`config.mk`:
```
export PLATFORM = sky130hd
export DESIGN_NAME = mole_round_controller
export DESIGN_NICKNAME = d
export VERILOG_FILES = /design/src/rtl/mole_round_controller.sv
export SDC_FILE = /design/constraint.sdc
export NUM_CORES = 1
export LEC_CHECK = 0
export CAP_MARGIN = 20
export CORE_ASPECT_RATIO = 2
export CORE_MARGIN = 1
export CORE_UTILIZATION = 25
export CTS_CLUSTER_DIAMETER = 30
export DETAILED_ROUTE_END_ITERATION = 7
export SYNTH_ARGS = -nofsm -noshare
export SYNTH_HDL_FRONTEND = slang
export SYNTH_SLANG_ARGS = --single-unit
```
`constraint.sdc`:
```
create_clock -name clock -period 5.7 [get_ports clock]
set_input_delay 0.855 -clock clock [delete_from_list [all_inputs] [get_ports clock]]
set_output_delay 0.855 -clock clock [all_outputs]
set_load 0.01 [all_outputs]
```
`src/rtl/mole_round_controller.sv`:
```
// mole_round_controller
//   Whack-a-mole round engine. Each round waits GAP_CYCLES dark cycles. It
//   then lights one pseudo-randomly chosen mole for speed_cycles cycles and
//   watches for a rising press on that mole's button. The score saturates at
//   the top of its range.
//   Optional feature: define WRONG_PRESS_PENALTY_EN to penalise presses on
//   unlit buttons and timeouts (score-1, floored at 0).
//
//   state | meaning
//   IDLE  | game stopped, score cleared, LFSR held at seed
//   GAP   | dark interval between rounds, counting down
//   SHOW  | one mole lit, waiting for a hit or a timeout

module mole_round_controller #(
  parameter int unsigned NUM_MOLES  = 3,
  parameter int unsigned TIMER_W    = 28,
  parameter int unsigned GAP_CYCLES = 150000000,
  parameter int unsigned SCORE_W    = 8,
  parameter int unsigned LFSR_W     = 8,
  parameter logic [LFSR_W-1:0] LFSR_TAPS = 8'hB8,
  parameter logic [LFSR_W-1:0] LFSR_SEED = 8'hA5
) (
  input  logic                 clock,
  input  logic                 reset,
  input  logic                 game,
  input  logic [NUM_MOLES-1:0] buttons,
  input  logic [TIMER_W-1:0]   speed_cycles,
  output logic [NUM_MOLES-1:0] moles,
  output logic [SCORE_W-1:0]   score,
  output logic                 hit_pulse,
  output logic                 miss_pulse,
  output logic                 round_active
);

  typedef enum logic [1:0] {
    ST_IDLE = 2'd0,
    ST_GAP  = 2'd1,
    ST_SHOW = 2'd2
  } state_t;

  localparam int unsigned IDX_W = $clog2(NUM_MOLES);
  localparam int unsigned MUL_W = LFSR_W + $clog2(NUM_MOLES + 1);
  localparam logic [TIMER_W-1:0] GAP_LOAD  = TIMER_W'(GAP_CYCLES - 1);
  localparam logic [SCORE_W-1:0] SCORE_MAX = '1;

  state_t               state_q, state_d;
  logic [TIMER_W-1:0]   timer_q, timer_d;
  logic [LFSR_W-1:0]    lfsr_q, lfsr_d;
  logic [NUM_MOLES-1:0] btn_q, btn_q2;
  logic [NUM_MOLES-1:0] moles_q, moles_d;
  logic [SCORE_W-1:0]   score_q, score_d;
  logic                 hit_q, hit_d;
  logic                 miss_q, miss_d;

  logic [NUM_MOLES-1:0] press;
  logic                 lit_press;
  logic                 timer_zero;
  logic [LFSR_W-1:0]    lfsr_shift;
  logic [LFSR_W-1:0]    lfsr_adv;
  logic [MUL_W-1:0]     idx_prod;
  logic [IDX_W-1:0]     idx_new;
  logic [TIMER_W-1:0]   speed_load;
  logic [SCORE_W-1:0]   score_inc;
`ifdef WRONG_PRESS_PENALTY_EN
  logic                 wrong_press;
  logic [SCORE_W-1:0]   score_dec;
`endif

  // Two-stage button history so a held button yields a single press.
  always_ff @(posedge clock or posedge reset) begin
    if (reset) begin
      btn_q  <= '0;
      btn_q2 <= '0;
    end else begin
      btn_q  <= buttons;
      btn_q2 <= btn_q;
    end
  end

  // Press, LFSR step, mole index and reload helpers.
  always_comb begin
    press      = btn_q & ~btn_q2;
    // moles_q is the one-hot lit mole during SHOW, so this is press[idx].
    lit_press  = |(press & moles_q);
    timer_zero = (timer_q == '0);
    lfsr_shift = (lfsr_q >> 1) ^ (lfsr_q[0] ? LFSR_TAPS : '0);
    lfsr_adv   = (lfsr_shift == '0) ? LFSR_SEED : lfsr_shift;
    // Scale the LFSR value into 0..NUM_MOLES-1 with a multiply-and-shift.
    idx_prod   = (MUL_W'(lfsr_q) * MUL_W'(NUM_MOLES)) >> LFSR_W;
    idx_new    = IDX_W'(idx_prod);
    speed_load = (speed_cycles == '0) ? '0 : speed_cycles - 1'b1;
    score_inc  = (score_q == SCORE_MAX) ? SCORE_MAX : score_q + 1'b1;
`ifdef WRONG_PRESS_PENALTY_EN
    wrong_press = |(press & ~moles_q);
    score_dec   = (score_q == '0) ? '0 : score_q - 1'b1;
`endif
  end

  // State and registered datapath/outputs.
  always_ff @(posedge clock or posedge reset) begin
    if (reset) begin
      state_q <= ST_IDLE;
      timer_q <= '0;
      lfsr_q  <= LFSR_SEED;
      moles_q <= '0;
      score_q <= '0;
      hit_q   <= 1'b0;
      miss_q  <= 1'b0;
    end else begin
      state_q <= state_d;
      timer_q <= timer_d;
      lfsr_q  <= lfsr_d;
      moles_q <= moles_d;
      score_q <= score_d;
      hit_q   <= hit_d;
      miss_q  <= miss_d;
    end
  end

  // Next-state selection; game=0 wins over everything.
  always_comb begin
    state_d = state_q;
    if (!game) begin
      state_d = ST_IDLE;
    end else begin
      case (state_q)
        ST_IDLE: state_d = ST_GAP;
        ST_GAP:  if (timer_zero) state_d = ST_SHOW;
        ST_SHOW: if (lit_press || timer_zero) state_d = ST_GAP;
        default: state_d = ST_IDLE;
      endcase
    end
  end

  // Next values for the timer, LFSR, moles, score and pulses.
  always_comb begin
    timer_d = timer_q;
    lfsr_d  = lfsr_adv;
    moles_d = moles_q;
    score_d = score_q;
    hit_d   = 1'b0;
    miss_d  = 1'b0;
    if (!game) begin
      timer_d = '0;
      lfsr_d  = LFSR_SEED;
      moles_d = '0;
      score_d = '0;
    end else begin
      case (state_q)
        ST_IDLE: begin
          lfsr_d  = LFSR_SEED;
          moles_d = '0;
          timer_d = GAP_LOAD;
        end
        ST_GAP: begin
          moles_d = '0;
          if (timer_zero) begin
            moles_d = NUM_MOLES'(1) << idx_new;
            timer_d = speed_load;
          end else begin
            timer_d = timer_q - 1'b1;
          end
        end
        ST_SHOW: begin
          if (lit_press) begin
            // A correct press beats both a simultaneous wrong press and timeout.
            score_d = score_inc;
            hit_d   = 1'b1;
            moles_d = '0;
            timer_d = GAP_LOAD;
          end else if (timer_zero) begin
            miss_d  = 1'b1;
            moles_d = '0;
            timer_d = GAP_LOAD;
`ifdef WRONG_PRESS_PENALTY_EN
            score_d = score_dec;
`endif
          end else begin
            timer_d = timer_q - 1'b1;
`ifdef WRONG_PRESS_PENALTY_EN
            if (wrong_press) begin
              score_d = score_dec;
              miss_d  = 1'b1;
            end
`endif
          end
        end
        default: begin
          moles_d = '0;
          timer_d = '0;
        end
      endcase
    end
  end

  // Drive the ports from the registered state.
  always_comb begin
    moles        = moles_q;
    score        = score_q;
    hit_pulse    = hit_q;
    miss_pulse   = miss_q;
    round_active = (state_q == ST_SHOW);
  end

endmodule

```
* Word level (Yosys, flattened, before mapping)
Index checks and enable logic that the tools add are counted.
** Storage, ports and cells
- Output and inout bits :: 14
- Input bits :: 34
- Flip-flop bits (word level) :: 57
- Logic and storage cells :: 64
** Cells by class
- $add $sub $neg :: 3
- Shift operators :: 1
- Multiply operators :: 1
- Bitwise operators :: 4
- Reduce and logical (&&, ||, !) cells :: 8
- Muxes and demuxes :: 30
- Eq/ne operators :: 8
** Operator list (count)
- 28-bit 2-to-1 mux :: 5
- 28-bit one-hot mux with 3 select lines :: 1
- 8-bit 2-to-1 mux :: 8
- 28-bit logical NOT :: 2
- 28-bit by 1-bit subtractor with 28-bit output, second input constant :: 2
- 3-bit 2-to-1 mux :: 4
- 8-bit by 2-bit multiplier with 10-bit output, second input constant :: 1
- 8-bit by 1-bit adder with 8-bit output, second input constant :: 1
- 8-bit == test, second input constant :: 1
- 8-bit logical NOT :: 1
- 7-bit by 8-bit XOR with 8-bit output :: 1
- 1-bit 2-to-1 mux :: 7
- 3-bit AND :: 2
- 2-bit 2-to-1 mux :: 3
- 2-bit one-hot mux with 3 select lines :: 1
- 3-bit one-hot mux with 2 select lines :: 1
- 2-bit by 1-bit != test with 1-bit output, second input constant :: 2
- 4-bit by 2-bit != test with 1-bit output, second input constant :: 1
- 2-bit AND reduction :: 2
- 3-bit by 2-bit != test with 1-bit output, second input constant :: 1
- 3-bit != test, second input constant :: 1
- 3-bit inverter :: 1
- 3-bit OR reduction :: 1
- 1-bit by 2-bit left shift with 3-bit output, first input constant :: 1
- 4 further kinds :: 4

* Longest topological paths before layout
- Word-level depth :: 8
- Gate-level depth with buffers :: 8
- Depth with buffers taken out :: 7

* Worst setup path before layout
Ideal clock, no wire load.
- Path type :: input to register
- From :: in speed_cycles[14]
- To :: reg timer_q[20]
- Data required time :: 5632 ps
- Arrival time :: 2942 ps
- Buffers on the path :: 1
- Slack :: 2690 ps
- Setup time :: 68 ps
- Cell stages on the path :: 6
- Cell sequence :: or4_4 -> or4b_1 -> buf_2 -> or4_1 -> a211oi_1 -> o221a_1
** Between the ends
- Longest elaborated chain between the ends :: 5
- Elaborated cells between the ends (all ways) :: 6
- Classes of those cells :: add/sub: 1; mux: 4; reduce/logical: 1
** RTL lines
- start, declared :: RTL line 27 : input logic [TIMER_W-1:0] speed_cycles,
- 28-bit by 1-bit subtractor with 28-bit output / 28-bit logical NOT (equally long branches) :: RTL line 91 : speed_load = (speed_cycles == '0) ? '0 : speed_cycles - 1'b1;
- 28-bit 2-to-1 mux (*) :: RTL line 91
- 28-bit 2-to-1 mux (*) :: RTL line 157 : if (timer_zero) begin
- 28-bit one-hot mux with 3 select lines (*) :: RTL line 149 : case (state_q)
- 28-bit 2-to-1 mux (*) :: RTL line 143 : if (!game) begin
- named net timer_d[20] :: RTL line 47 : logic [TIMER_W-1:0] timer_q, timer_d;
- end signal, assigned :: RTL line 111 : timer_q <= timer_d;
- end, declared :: RTL line 47
The timed path passes the listed nets; every way through them passes the cells marked *.
A chain may end at the register's enable or synchronous reset.

* Worst setup path after layout
- From :: in speed_cycles[12]
- To :: reg timer_q[22]
The elaborated chain is that of the path after synthesis.

==> run_results.csv <==
group,metric,value,unit
worst_setup_path,cp.arrival,3670,ps
global_routing,antenna_found_initial,0,
clock_network,clk_latency,330,ps
synthesis,yosys-top-cells-count,"dfrtp_1, nor3_1, nand2_1, nor2_1, nor4_1",
worst_setup_path,crit_chain,"clkdlybuf4s50_1 > or4_4 > or4b_1 > or4_1 > a211oi_1 > o221a_1",
sta,final_hold_viol_count,0,
power_and_ir_drop,power_leakage,1.873,nW
global_routing,grt_remaining_overflow,0,
sta,clock_skew,8.668,ps
floorplanning,ios,48,
floorplanning,die_w,90.91,um
synthesis,synth.most_common_cell,"dfrtp_1",
synthesis,netlist.area_leader.share,0.3355,
clock_network,clkTransAtPathRegs,60,ps
global_routing,grt_use_total,0.1514,
clock_network,cts_made_buffers,9,
drt,drc,0,
clock_network,post_cts_resized,0,
drt,dr.pass1.iters,5,
clock_network,cts_tree,"built",
sta,slew-limit-headroom,0.3441,
drt,dr.first_iter.drc_count,214,
finish,drive_above_1_share,0.08448,
placed_design,place.port_buffers,47,
synthesis,synth.net_count,503,
floorplanning,die_h,179.8,um
drt,via_count,3750,
synthesis,synth-edff-count,0,
finish,multi_input_area,0.002382,mm2
finish,fill_cells,1648,
synthesis,synth_compound_area_frac,0.1865,
synthesis,synth_seq_cells,57,
worst_setup_path,worst_path_max_delay_cell,"or4b_1",
floorplanning,fp.dieArea,0.01635,mm2
synthesis,synth_adder_area_share,0.04432,
synthesis,async_reset_ff_frac,1.000,
clock_network,cts_setup_buffers,0,
global_routing,grt_pass1_vias,3919,
floorplanning,start_util,0.2571,
finish,layout.nets,552,
sta,worst_pin_slew,973.6,ps
worst_setup_path,slowest_delay,700,ps
synthesis,postSynthCellCount,455,
worst_setup_path,worstSetupEndpointType,"register",
clock_network,clk_path_buf_depth,2,
clock_network,cts_hold_buf,0,
placed_design,place_hpwl,9341,um
sta,rsz0062_at_grt,"false",
worst_hold_path,hp-class,"register to register",
synthesis,synth_area,0.003953,mm2
sta,fin_crit_sh,0.5985,
worst_setup_path,critPathMaxFanout,8,
synthesis,ys.flop_type,"dfrtp_1",
clock_network,cts.sinks,57,
synthesis,ys_warn_count,0,
worst_setup_path,critPathRequiredTime,5960,ps
floorplanning,fp.coreArea,0.01537,mm2
finish,seq_area,0.001431,mm2
sta,finalSetupTns,0,ps
drt,wl,11910,um
synthesis,syn-mean-instance-area,8.687,um2
worst_setup_path,crit_path_start_kind,"input pin",
drt,antenna_left,0,
finish,n_antenna_cell,0,
worst_hold_path,worstHoldPathCells,0,
power_and_ir_drop,powerDensity,242.3,mW/mm2
status,outcome,"finished clean",
floorplanning,rows,64,
synthesis,synth_cell_types,59,
sta,fmax,293.1,MHz
worst_setup_path,r2r_cells,5,
sta,slew_violations,0,
clock_network,clockRootBuffer,"clkbuf_16",
global_routing,grt_max_degree,58,
clock_network,htreeDepth,3,
power_and_ir_drop,power.total,1.206,mW
sta,fin_crit,3411,ps
synthesis,synth_area_leaders,"dfrtp_1, ha_1, xnor2_1, nor3_1, nor4_1",
synthesis,synth_xor_xnor_area_share,0.07091,
worst_setup_path,critPathKind,"input pin to register",
drt,via_per_inst,5.304,
synthesis,synth_top_family_by_area,"simple AND/OR/NAND/NOR gates",
synthesis,synth.area.mux_share,0.007597,
synthesis,synth_top_area_cell,"dfrtp_1",
placed_design,gp_routability_congestion,0.8987,
flow_run,maxCapViolCount,0,
synthesis,ys_seq_area_frac,0.3621,
power_and_ir_drop,irDropWorstVdd,0.1250,mV
sta,setup_viol,0,
finish,syn_to_final_growth,25.96,%
drt,wire_per_inst,16.84,um
synthesis,synth-simple-area-share,0.2934,
global_routing,grt_pass1_wl,19470,um
-- layout make-up --
class	instances	share of cell area
sequential	57	0.2875
tap	198	0.04976
timing repair buffer	57	0.1096
clock buffer	12	0.05152
inverter	17	0.01282
multi-input combinational	362	0.4785
clock inverter	4	0.01030
-- flip-flops by register name, indices dropped and copies added, names as in the netlist --
signal / cells
miss_pulse: 1
lfsr_q: 8
timer_q: 28
btn_q: 3
score: 8
btn_q2: 3
state_q: 2
hit_pulse: 1
moles: 3
-- worst paths after layout --
kind                               end  slack [ps]             start
setup reg to reg           timer_q[19]        2700       timer_q[19]
hold / removal               btn_q2[0]         380          btn_q[0]
setup / recovery           timer_q[22]        2290  speed_cycles[12]
min in group asynchronous   timer_q[7]        1050             reset
max in group asynchronous    btn_q2[1]        4140             reset
hold reg to reg              btn_q2[0]         380          btn_q[0]
-- cells by family (layout without fill, tap and decap cells) --
logic type,after synthesis,after routing
xor+xnor,32,32
mux,3,3
fa+ha+maj,14,14
simple gates,207,207
buf+inv,36,90
flops,57,57
compound gates,106,106
-- through the flow --
stage	std cells	hold slack (ps)	instance area, um2	worst slack [ps]	util
2_1_floorplan	455	353.8	3953	2690	-
3_3_place_gp	691	366.2	4671	2025	0.3038
3_5_place_dp	691	373.9	4671	1939	0.3038
4_1_cts	707	386.3	4979	2281	0.3238
5_1_grt	707	389.8	4979	2207	0.3238
6_report	707	379.5	4979	2289	0.3238
-- worst max-delay path: cells and delay by family --
kind,cells,cell delay (ps)
and+or+nand+nor,3,1790
AOI/OAI and AO/OA,2,520
buffers and inverters,1,500
-- placed cells by master (no fill, tap or decap), types with 4 or more instances in the layout --
master and instances:
nor4_1 23, nor3_1 30, nor3b_1 4, or4_1 11, nand4_1 13, o31a_1 7
buf_4 10, or3_1 9, and3_1 5, clkbuf_16 9, dfrtp_1 53, dfstp_2 4
o31ai_1 5, o21ai_0 18, nand3_1 22, nand2b_1 8, inv_1 16, ha_1 14
nand3b_1 7, nor4b_1 4, o21a_1 5, a21oi_1 17, xor2_1 13, a211oi_1 8
o211ai_1 7, a31oi_1 13, nand2_1 27, xnor2_1 19, clkdlybuf4s50_1 47, nor2_1 27
-- routing by layer --
metal / track usage / routed length [um]
met2: 0.2936 / 6840
met5: 0 / 0
met3: 0.02327 / 298
met1: 0.1435 / 4236
met4: 0.09587 / 531
-- report_power, final --
part	total [mW]	internal (mW)	switching [mW]	leakage, nW
Combinational	0.206	0.0883	0.118	0.983
Sequential	0.450	0.425	0.0251	0.742
Clock	0.550	0.362	0.188	0.149
Note: power is estimated with default switching activity, not from simulation.
